--- src/rtl/serial_full_adder_if.sv ---
// rtl/serial_full_adder_if.sv - start/done handshake and operand/result bundle for serial_full_adder
//
// Purpose: groups the operand load request and the parallel result of the
// bit-serial adder into one port.
// Ports (signals):
//   start      requester -> adder  load request, honoured only when idle
//   a, b       requester -> adder  WIDTH-bit operands, sampled on accepted start
//   carry_in   requester -> adder  initial carry, sampled on accepted start
//   busy       adder -> requester  high while bits are being added
//   done       adder -> requester  one-cycle pulse when the result becomes valid
//   sum        adder -> requester  WIDTH-bit result, held until the next result
//   carry_out  adder -> requester  final carry, held with sum
//   overflow   adder -> requester  signed overflow (only with SERIAL_FULL_ADDER_OVF_EN)
// Optional feature macro: SERIAL_FULL_ADDER_OVF_EN.
interface serial_full_adder_if #(
  parameter int WIDTH = 8
);
  logic             start;
  logic [WIDTH-1:0] a;
  logic [WIDTH-1:0] b;
  logic             carry_in;
  logic             busy;
  logic             done;
  logic [WIDTH-1:0] sum;
  logic             carry_out;
`ifdef SERIAL_FULL_ADDER_OVF_EN
  logic             overflow;
`endif

  modport master (
    output start, a, b, carry_in,
`ifdef SERIAL_FULL_ADDER_OVF_EN
    input  overflow,
`endif
    input  busy, done, sum, carry_out
  );

  modport slave (
    input  start, a, b, carry_in,
`ifdef SERIAL_FULL_ADDER_OVF_EN
    output overflow,
`endif
    output busy, done, sum, carry_out
  );
endinterface

--- src/rtl/serial_full_adder.sv ---
// rtl/serial_full_adder.sv - bit-serial WIDTH-bit adder with start/done handshake
//
// Purpose: loads a, b and carry_in in parallel, adds one bit per clock LSB
// first through a single full-adder cell and a carry flop, then presents the
// parallel sum and carry-out.
// Ports:
//   clk   rising-edge clock
//   rst   synchronous reset, active-high, priority over everything else
//   bus   serial_full_adder_if.slave (start, a, b, carry_in, busy, done,
//         sum, carry_out, and overflow when SERIAL_FULL_ADDER_OVF_EN is defined)
// Parameters: WIDTH operand width (2..32), CW bit-counter width (2^CW > WIDTH).
// Optional feature macro: SERIAL_FULL_ADDER_OVF_EN adds the signed overflow output.
module serial_full_adder #(
  parameter int WIDTH = 8,
  parameter int CW    = 6
) (
  input logic                clk,
  input logic                rst,
  serial_full_adder_if.slave bus
);

  localparam logic [1:0] S_IDLE = 2'd0;
  localparam logic [1:0] S_RUN  = 2'd1;
  localparam logic [1:0] S_DONE = 2'd2;

  localparam logic [CW-1:0] LAST_BIT = CW'(WIDTH - 1);

  logic [1:0]       state_q,     state_d;
  logic [WIDTH-1:0] a_sh_q,      a_sh_d;
  logic [WIDTH-1:0] b_sh_q,      b_sh_d;
  logic [WIDTH-1:0] sum_sh_q,    sum_sh_d;
  logic             c_q,         c_d;
  logic [CW-1:0]    cnt_q,       cnt_d;
  logic [WIDTH-1:0] sum_q,       sum_d;
  logic             carry_out_q, carry_out_d;
  logic             done_q,      done_d;
  logic             bit_s;
`ifdef SERIAL_FULL_ADDER_OVF_EN
  logic             ovf_sh_q,    ovf_sh_d;
  logic             overflow_q,  overflow_d;
`endif

  always_comb begin
    state_d     = state_q;
    a_sh_d      = a_sh_q;
    b_sh_d      = b_sh_q;
    sum_sh_d    = sum_sh_q;
    c_d         = c_q;
    cnt_d       = cnt_q;
    sum_d       = sum_q;
    carry_out_d = carry_out_q;
    done_d      = 1'b0;
    bit_s       = 1'b0;
`ifdef SERIAL_FULL_ADDER_OVF_EN
    ovf_sh_d    = ovf_sh_q;
    overflow_d  = overflow_q;
`endif
    case (state_q)
      S_IDLE: begin
        if (bus.start) begin
          a_sh_d  = bus.a;
          b_sh_d  = bus.b;
          c_d     = bus.carry_in;
          cnt_d   = '0;
          state_d = S_RUN;
        end
      end
      S_RUN: begin
        bit_s    = a_sh_q[0] ^ b_sh_q[0] ^ c_q;
        c_d      = (a_sh_q[0] & b_sh_q[0]) | (c_q & (a_sh_q[0] ^ b_sh_q[0]));
        a_sh_d   = a_sh_q >> 1;
        b_sh_d   = b_sh_q >> 1;
        sum_sh_d = {bit_s, sum_sh_q[WIDTH-1:1]};
        cnt_d    = cnt_q + CW'(1);
        if (cnt_q == LAST_BIT) begin
          state_d = S_DONE;
`ifdef SERIAL_FULL_ADDER_OVF_EN
          // On the MSB cycle c_q is the carry into the MSB, c_d the carry out.
          ovf_sh_d = c_q ^ c_d;
`endif
        end
      end
      S_DONE: begin
        // Outputs are only ever loaded here, so partial sums never show.
        sum_d       = sum_sh_q;
        carry_out_d = c_q;
        done_d      = 1'b1;
`ifdef SERIAL_FULL_ADDER_OVF_EN
        overflow_d  = ovf_sh_q;
`endif
        state_d     = S_IDLE;
      end
      default: state_d = S_IDLE;
    endcase
  end

  always_ff @(posedge clk) begin
    if (rst) begin
      state_q     <= S_IDLE;
      a_sh_q      <= '0;
      b_sh_q      <= '0;
      sum_sh_q    <= '0;
      c_q         <= 1'b0;
      cnt_q       <= '0;
      sum_q       <= '0;
      carry_out_q <= 1'b0;
      done_q      <= 1'b0;
`ifdef SERIAL_FULL_ADDER_OVF_EN
      ovf_sh_q    <= 1'b0;
      overflow_q  <= 1'b0;
`endif
    end else begin
      state_q     <= state_d;
      a_sh_q      <= a_sh_d;
      b_sh_q      <= b_sh_d;
      sum_sh_q    <= sum_sh_d;
      c_q         <= c_d;
      cnt_q       <= cnt_d;
      sum_q       <= sum_d;
      carry_out_q <= carry_out_d;
      done_q      <= done_d;
`ifdef SERIAL_FULL_ADDER_OVF_EN
      ovf_sh_q    <= ovf_sh_d;
      overflow_q  <= overflow_d;
`endif
    end
  end

  assign bus.busy      = (state_q == S_RUN);
  assign bus.done      = done_q;
  assign bus.sum       = sum_q;
  assign bus.carry_out = carry_out_q;
`ifdef SERIAL_FULL_ADDER_OVF_EN
  assign bus.overflow  = overflow_q;
`endif

endmodule

--- src/flat_wrapper.sv ---
// flat-port wrapper written by rule: the top's interface ports become plain ports
module serial_full_adder_flat 
#(
  parameter int WIDTH = 8,
  parameter int CW    = 6
)
  (clk, rst, bus_start, bus_a, bus_b, bus_carry_in, bus_busy, bus_done, bus_sum, bus_carry_out);
  serial_full_adder_if #(.WIDTH(WIDTH)) bus_i ();
  input logic clk;
  input logic rst;
  input wire logic [$bits(bus_i.start)-1:0] bus_start;
  input wire logic [$bits(bus_i.a)-1:0] bus_a;
  input wire logic [$bits(bus_i.b)-1:0] bus_b;
  input wire logic [$bits(bus_i.carry_in)-1:0] bus_carry_in;
  output wire logic [$bits(bus_i.busy)-1:0] bus_busy;
  output wire logic [$bits(bus_i.done)-1:0] bus_done;
  output wire logic [$bits(bus_i.sum)-1:0] bus_sum;
  output wire logic [$bits(bus_i.carry_out)-1:0] bus_carry_out;
  assign bus_i.start = bus_start;
  assign bus_i.a = bus_a;
  assign bus_i.b = bus_b;
  assign bus_i.carry_in = bus_carry_in;
  assign bus_busy = bus_i.busy;
  assign bus_done = bus_i.done;
  assign bus_sum = bus_i.sum;
  assign bus_carry_out = bus_i.carry_out;
  serial_full_adder #(.WIDTH(WIDTH), .CW(CW)) u_core (.clk(clk), .rst(rst), .bus(bus_i));
endmodule
--- config.mk ---
export PLATFORM = sky130hd
export DESIGN_NAME = serial_full_adder_flat
export DESIGN_NICKNAME = d
export VERILOG_FILES = /design/src/rtl/serial_full_adder_if.sv /design/src/rtl/serial_full_adder.sv /design/src/flat_wrapper.sv
export SDC_FILE = /design/constraint.sdc
export NUM_CORES = 1
export LEC_CHECK = 0
export CAP_MARGIN = 20
export CORE_UTILIZATION = 60
export DETAILED_ROUTE_END_ITERATION = 6
export DONT_BUFFER_PORTS = 1
export PLACE_DENSITY = 0.76
export RECOVER_POWER = 50
export SLEW_MARGIN = 20
export SYNTH_ARGS = -nofsm -noshare
export SYNTH_HDL_FRONTEND = slang
export SYNTH_SLANG_ARGS = --single-unit
--- constraint.sdc ---
create_clock -name clk -period 3.1 [get_ports clk]
set_input_delay 0.465 -clock clk [delete_from_list [all_inputs] [get_ports clk]]
set_output_delay 0.465 -clock clk [all_outputs]
set_load 0.02 [all_outputs]
Word level (Yosys, flattened, before mapping):

Cells that the tools add are included.

* bits in registers: 43

* add/subtract/negate cells: 1
* eq/ne operators: 5
* mux-type cells: 12
* bitwise logic cells: 5
* reductions and logical operators: 4

Operators by type and width (number)
* 8-bit case mux with 2 select lines: 2
* 8-bit two-way mux: 2
* 6-bit case mux with 2 select lines: 1
* 6-bit by 1-bit adder with 6-bit output, second input constant: 1
* 6-bit by 3-bit equality test with 1-bit output, second input constant: 1
* 6-bit two-way mux: 1
* 2-bit two-way mux: 2
* 2-bit case mux with 2 select lines: 1
* 2-bit AND reduction: 2
* 1-bit bitwise AND: 2
* 2-bit by 1-bit equality test with 1-bit output, second input constant: 1
* 2-bit equality test, second input constant: 1
* 2-bit logical NOT: 1
* 1-bit two-way mux: 2
* 2-bit by 1-bit inequality test with 1-bit output, second input constant: 1
* 2-bit inequality test, second input constant: 1
* 1-bit case mux with 2 select lines: 1
* 2-bit nonzero test: 1
* 1-bit bitwise XOR: 2
* 1-bit OR: 1

Longest topological paths before layout:

* depth after elaboration: 4
* depth in mapped cells: 6
* gate-level depth less buffers: 4

Worst setup path after synthesis:

No wires, ideal clock.

* path kind: input port to flip-flop
* start: in bus_start
* end: reg u_core.cnt_q[5]
* setup time: 0.132 ns
* arrival time: 1.241 ns
* setup slack: 1.727 ns
* stages: 4
* cell sequence: buf_4 > or3b_2 > o311ai_0 > a21oi_2

* word-level cells in the longest chain between the ends: 2

Ends and longest elaborated chain
* start, declared: RTL line flat_wrapper.sv:11 `input wire logic [$bits(bus_i.start)-1:0] bus_start;`
* 2-bit inequality test (no source line)
* 2-bit AND reduction (no source line)
* end signal, assigned: RTL line serial_full_adder.sv:118 `cnt_q <= cnt_d;`
* end, declared: RTL line serial_full_adder.sv:33 `logic [CW-1:0] cnt_q, cnt_d;`

No other way between the ends.
A chain may end at the register's enable or synchronous reset.

Worst setup path after layout:

* start: reg u_core.state_q[0]
* end: out bus_busy

* word-level cells in the longest chain between the ends: 1

Ends and longest elaborated chain
* start, declared: RTL line serial_full_adder.sv:28 `logic [1:0] state_q, state_d;`
* start signal, assigned: RTL line serial_full_adder.sv:113 `state_q <= state_d;`
* 2-bit by 1-bit equality test with 1-bit output: RTL line serial_full_adder.sv:129 `assign bus.busy = (state_q == S_RUN);`
* end, declared: RTL line flat_wrapper.sv:15 `output wire logic [$bits(bus_i.busy)-1:0] bus_busy;`

No other way between the ends.

==> results.tsv <==
stage	metric	value	unit
global_route	Remaining Overflow, GRT	0	
timing	unrepaired setup endpoints after global routing	false	
synthesis	Post-synth EDFFs	0	
worst_setup_path	max incr delay on CP	690	ps
power_and_ir_drop	Power per Cell Area	559	mW/mm^2
place	DP HPWL	2160	um
route	Pre-Repair DR Iteration Count	4	
synthesis	synth cell count leaders	43 x dfxtp_1, 39 x nand2_1, 23 x nor2_1	
synthesis	yosys synthesis warning count	0	
worst_setup_path	Worst R2R Path Depth	4	
worst_setup_path	Crit. End Element	primary output	
layout	FF+latch area	861	sq um
clocking	Clock Latency Late Sink	340	ps
job	Max Cap Viol	0	
synthesis	Cells after Synth	200	
clocking	clk slew on worst S/H paths	120	ps
worst_setup_path	Worst Setup Start Kind	flip-flop	
timing	sum of negative setup slack	0	ps
clocking	Post-CTS Hold Fix Bufs	0	
worst_setup_path	worst path bufs/invs	1	
synthesis	post-synthesis sequential area ratio	0.489	
floorplan	Die ar.	0.00316	sq mm
clocking	CTS tree	built	
clocking	clk sinks	43	
global_route	initial antenna violation count	0	
timing	Setup Skew	8.38	ps
global_route	vias in the first global route	1220	
clocking	root buffer cell	clkbuf_4	
route	routed len/inst	14.1	um
synthesis	most common cell in the netlist	dfxtp_1	
synthesis	Synth cell types	36	
place	IO buf count	0	
worst_setup_path	Top Family by Delay on Critical Path	flip-flops	
synthesis	share of the synthesized area in the top cell type	0.489	
worst_setup_path	critical path arrival	2000	ps
clocking	CTS H-tree depth	2	
global_route	Tot GR Track Use	0.219	
global_route	largest net degree at the start of global routing	39	
layout	Layout fillers	250	
synthesis	ranking of synthesized cells by area	dfxtp_1 49%, nand2_1 8.3%, a21oi_1 5.4%	
timing	setup violators final	0	
floorplan	die height	56.2	um
route	WL final	3150	um
synthesis	Syn Std Cell Area	0.00176	sq mm
timing	Tmin final	2460	ps
min_path	min-delay worst type	input pin to flip-flop	
synthesis	asr flop ratio synth	0	
route	via/cell ratio	5.91	
layout	layout cells sized above 1	0.0622	
route	Iter 0 DRT Violations	44	
synthesis	syn nets	222	
layout	n_diodes	0	
timing	hold slack final	179	ps
timing	relative slew slack	0.572	
route	drc violations	0	
power_and_ir_drop	total power	996	uW
timing	Peak Freq	406	MHz
status	run status	completed	
floorplan	CORE AREA	0.00276	sq mm
worst_setup_path	cell depth of the worst setup path	2	
floorplan	initial core utilization	0.639	
worst_setup_path	critical path peak fanout	18	
worst_setup_path	Worst Path Required	2630	ps
floorplan	row count	19	
clocking	post-CTS sizing	0	
min_path	Hold Crit Depth	1	
layout	Final nets	214	
synthesis	post-synthesis register bit count	43	
synthesis	ys flop type	dfxtp_1	
floorplan	Die X	56.2	um
route	post-route ant nets	0	
timing	crit share post-route	0.795	
layout	area of the multi-input gates	803	sq um
worst_setup_path	worst path cell trace	nand2b_1, inv_1	
synthesis	syn_area_per_cell	8.81	sq um
timing	worst-margin pin slew	642	ps
power_and_ir_drop	Leak	0.000623	uW
layout	P&R area growth vs syn	1.21	%
synthesis	area leader, netlist	dfxtp_1	
timing	max-slew violations	0	
clocking	Post-CTS Setup Repair Bufs	0	
place	RePlAce Congestion	0.767	
route	via count	1324	
clocking	CTS buffer count	5	
power_and_ir_drop	Peak VDD IR	0.000460	V
worst_setup_path	CP max stage cell	dfxtp_1	
clocking	CTS Buffer Depth	2	
global_route	first-pass GRT wire length	5340	um
timing	Fin. Hold Viols	0	
worst_setup_path	Setup Crit Path Kind	flip-flop to primary output	
floorplan	io pins	31	
## metrics by stage
step,cells,setup WS (ps),cell area [sq um],utilization
final,224,636,1780,0.647
after global routing,224,396,1780,0.647
after CTS,224,882,1790,0.649
after detailed placement,216,1190,1720,0.624
after global placement,216,1300,1720,0.624
after floorplan,200,1730,1760,-
## cells in the final DEF, fill, tap and decap left out, types with 2 or more instances in the layout
cell type / count
clkbuf_8: 2
nor3_1: 2
and2_1: 3
nand2b_1: 3
o22ai_1: 3
clkbuf_4: 5
nand3_1: 3
a221o_1: 3
a211oi_1: 12
dfxtp_1: 43
inv_1: 3
a22o_1: 4
nand2_1: 39
o2bb2ai_1: 8
nor2_1: 23
a21oi_1: 19
## layer usage
metal | track usage | part of all wire | vias up
met1 | 0.271 | 0.46 | 606
li1 | - | - | 680
met4 | 0.0627 | 0.0038 | 0
met3 | 0.0651 | 0.052 | 2
met5 | 0 | 0 | -
met2 | 0.369 | 0.48 | 36
## registers in the layout, indices dropped and copies added, names as in the netlist, 2 cells and up
name             cells
u_core.state_q       2
u_core.sum_sh_q      8
u_core.cnt_q         6
u_core.bus.sum       8
u_core.b_sh_q        8
u_core.a_sh_q        8
## cell families after synthesis
logic type	after synthesis	share of synthesized area
flops	43	0.489
buf+inv	18	0.0511
fa+ha+maj	2	0.0185
xor+xnor	1	0.00497
simple gates	80	0.210
compound gates	56	0.227
## power breakdown
group          total [uW]  switching (uW)  internal, uW
Combinational        91.1            52.1          39.0
Sequential            608            26.0           582
Clock                 298             164           134
## layout make-up
type / count / area share
Clock buffer: 8 / 0.0386
Inverter: 3 / 0.00632
Multi-Input combinational cell: 139 / 0.451
Sequential cell: 43 / 0.483
Tap cell: 31 / 0.0218
## final timing paths
kind	from	endpoint	slack [ps]
hold / removal	rst	u_core.b_sh_q[5]	180
hold reg to reg	u_core.sum_sh_q[0]	u_core.bus.sum[0]	460
setup reg to reg	u_core.state_q[0]	u_core.c_q	1000
setup / recovery	u_core.state_q[0]	bus_busy	640
## worst reg2reg max path, cell delays in order (launching register included)
cell	delay [ps]
dfxtp_1	690
nand2b_1	470
inv_1	510
nand2_1	100
a311oi_1	250
Note: power is estimated with default switching activity, not from simulation.
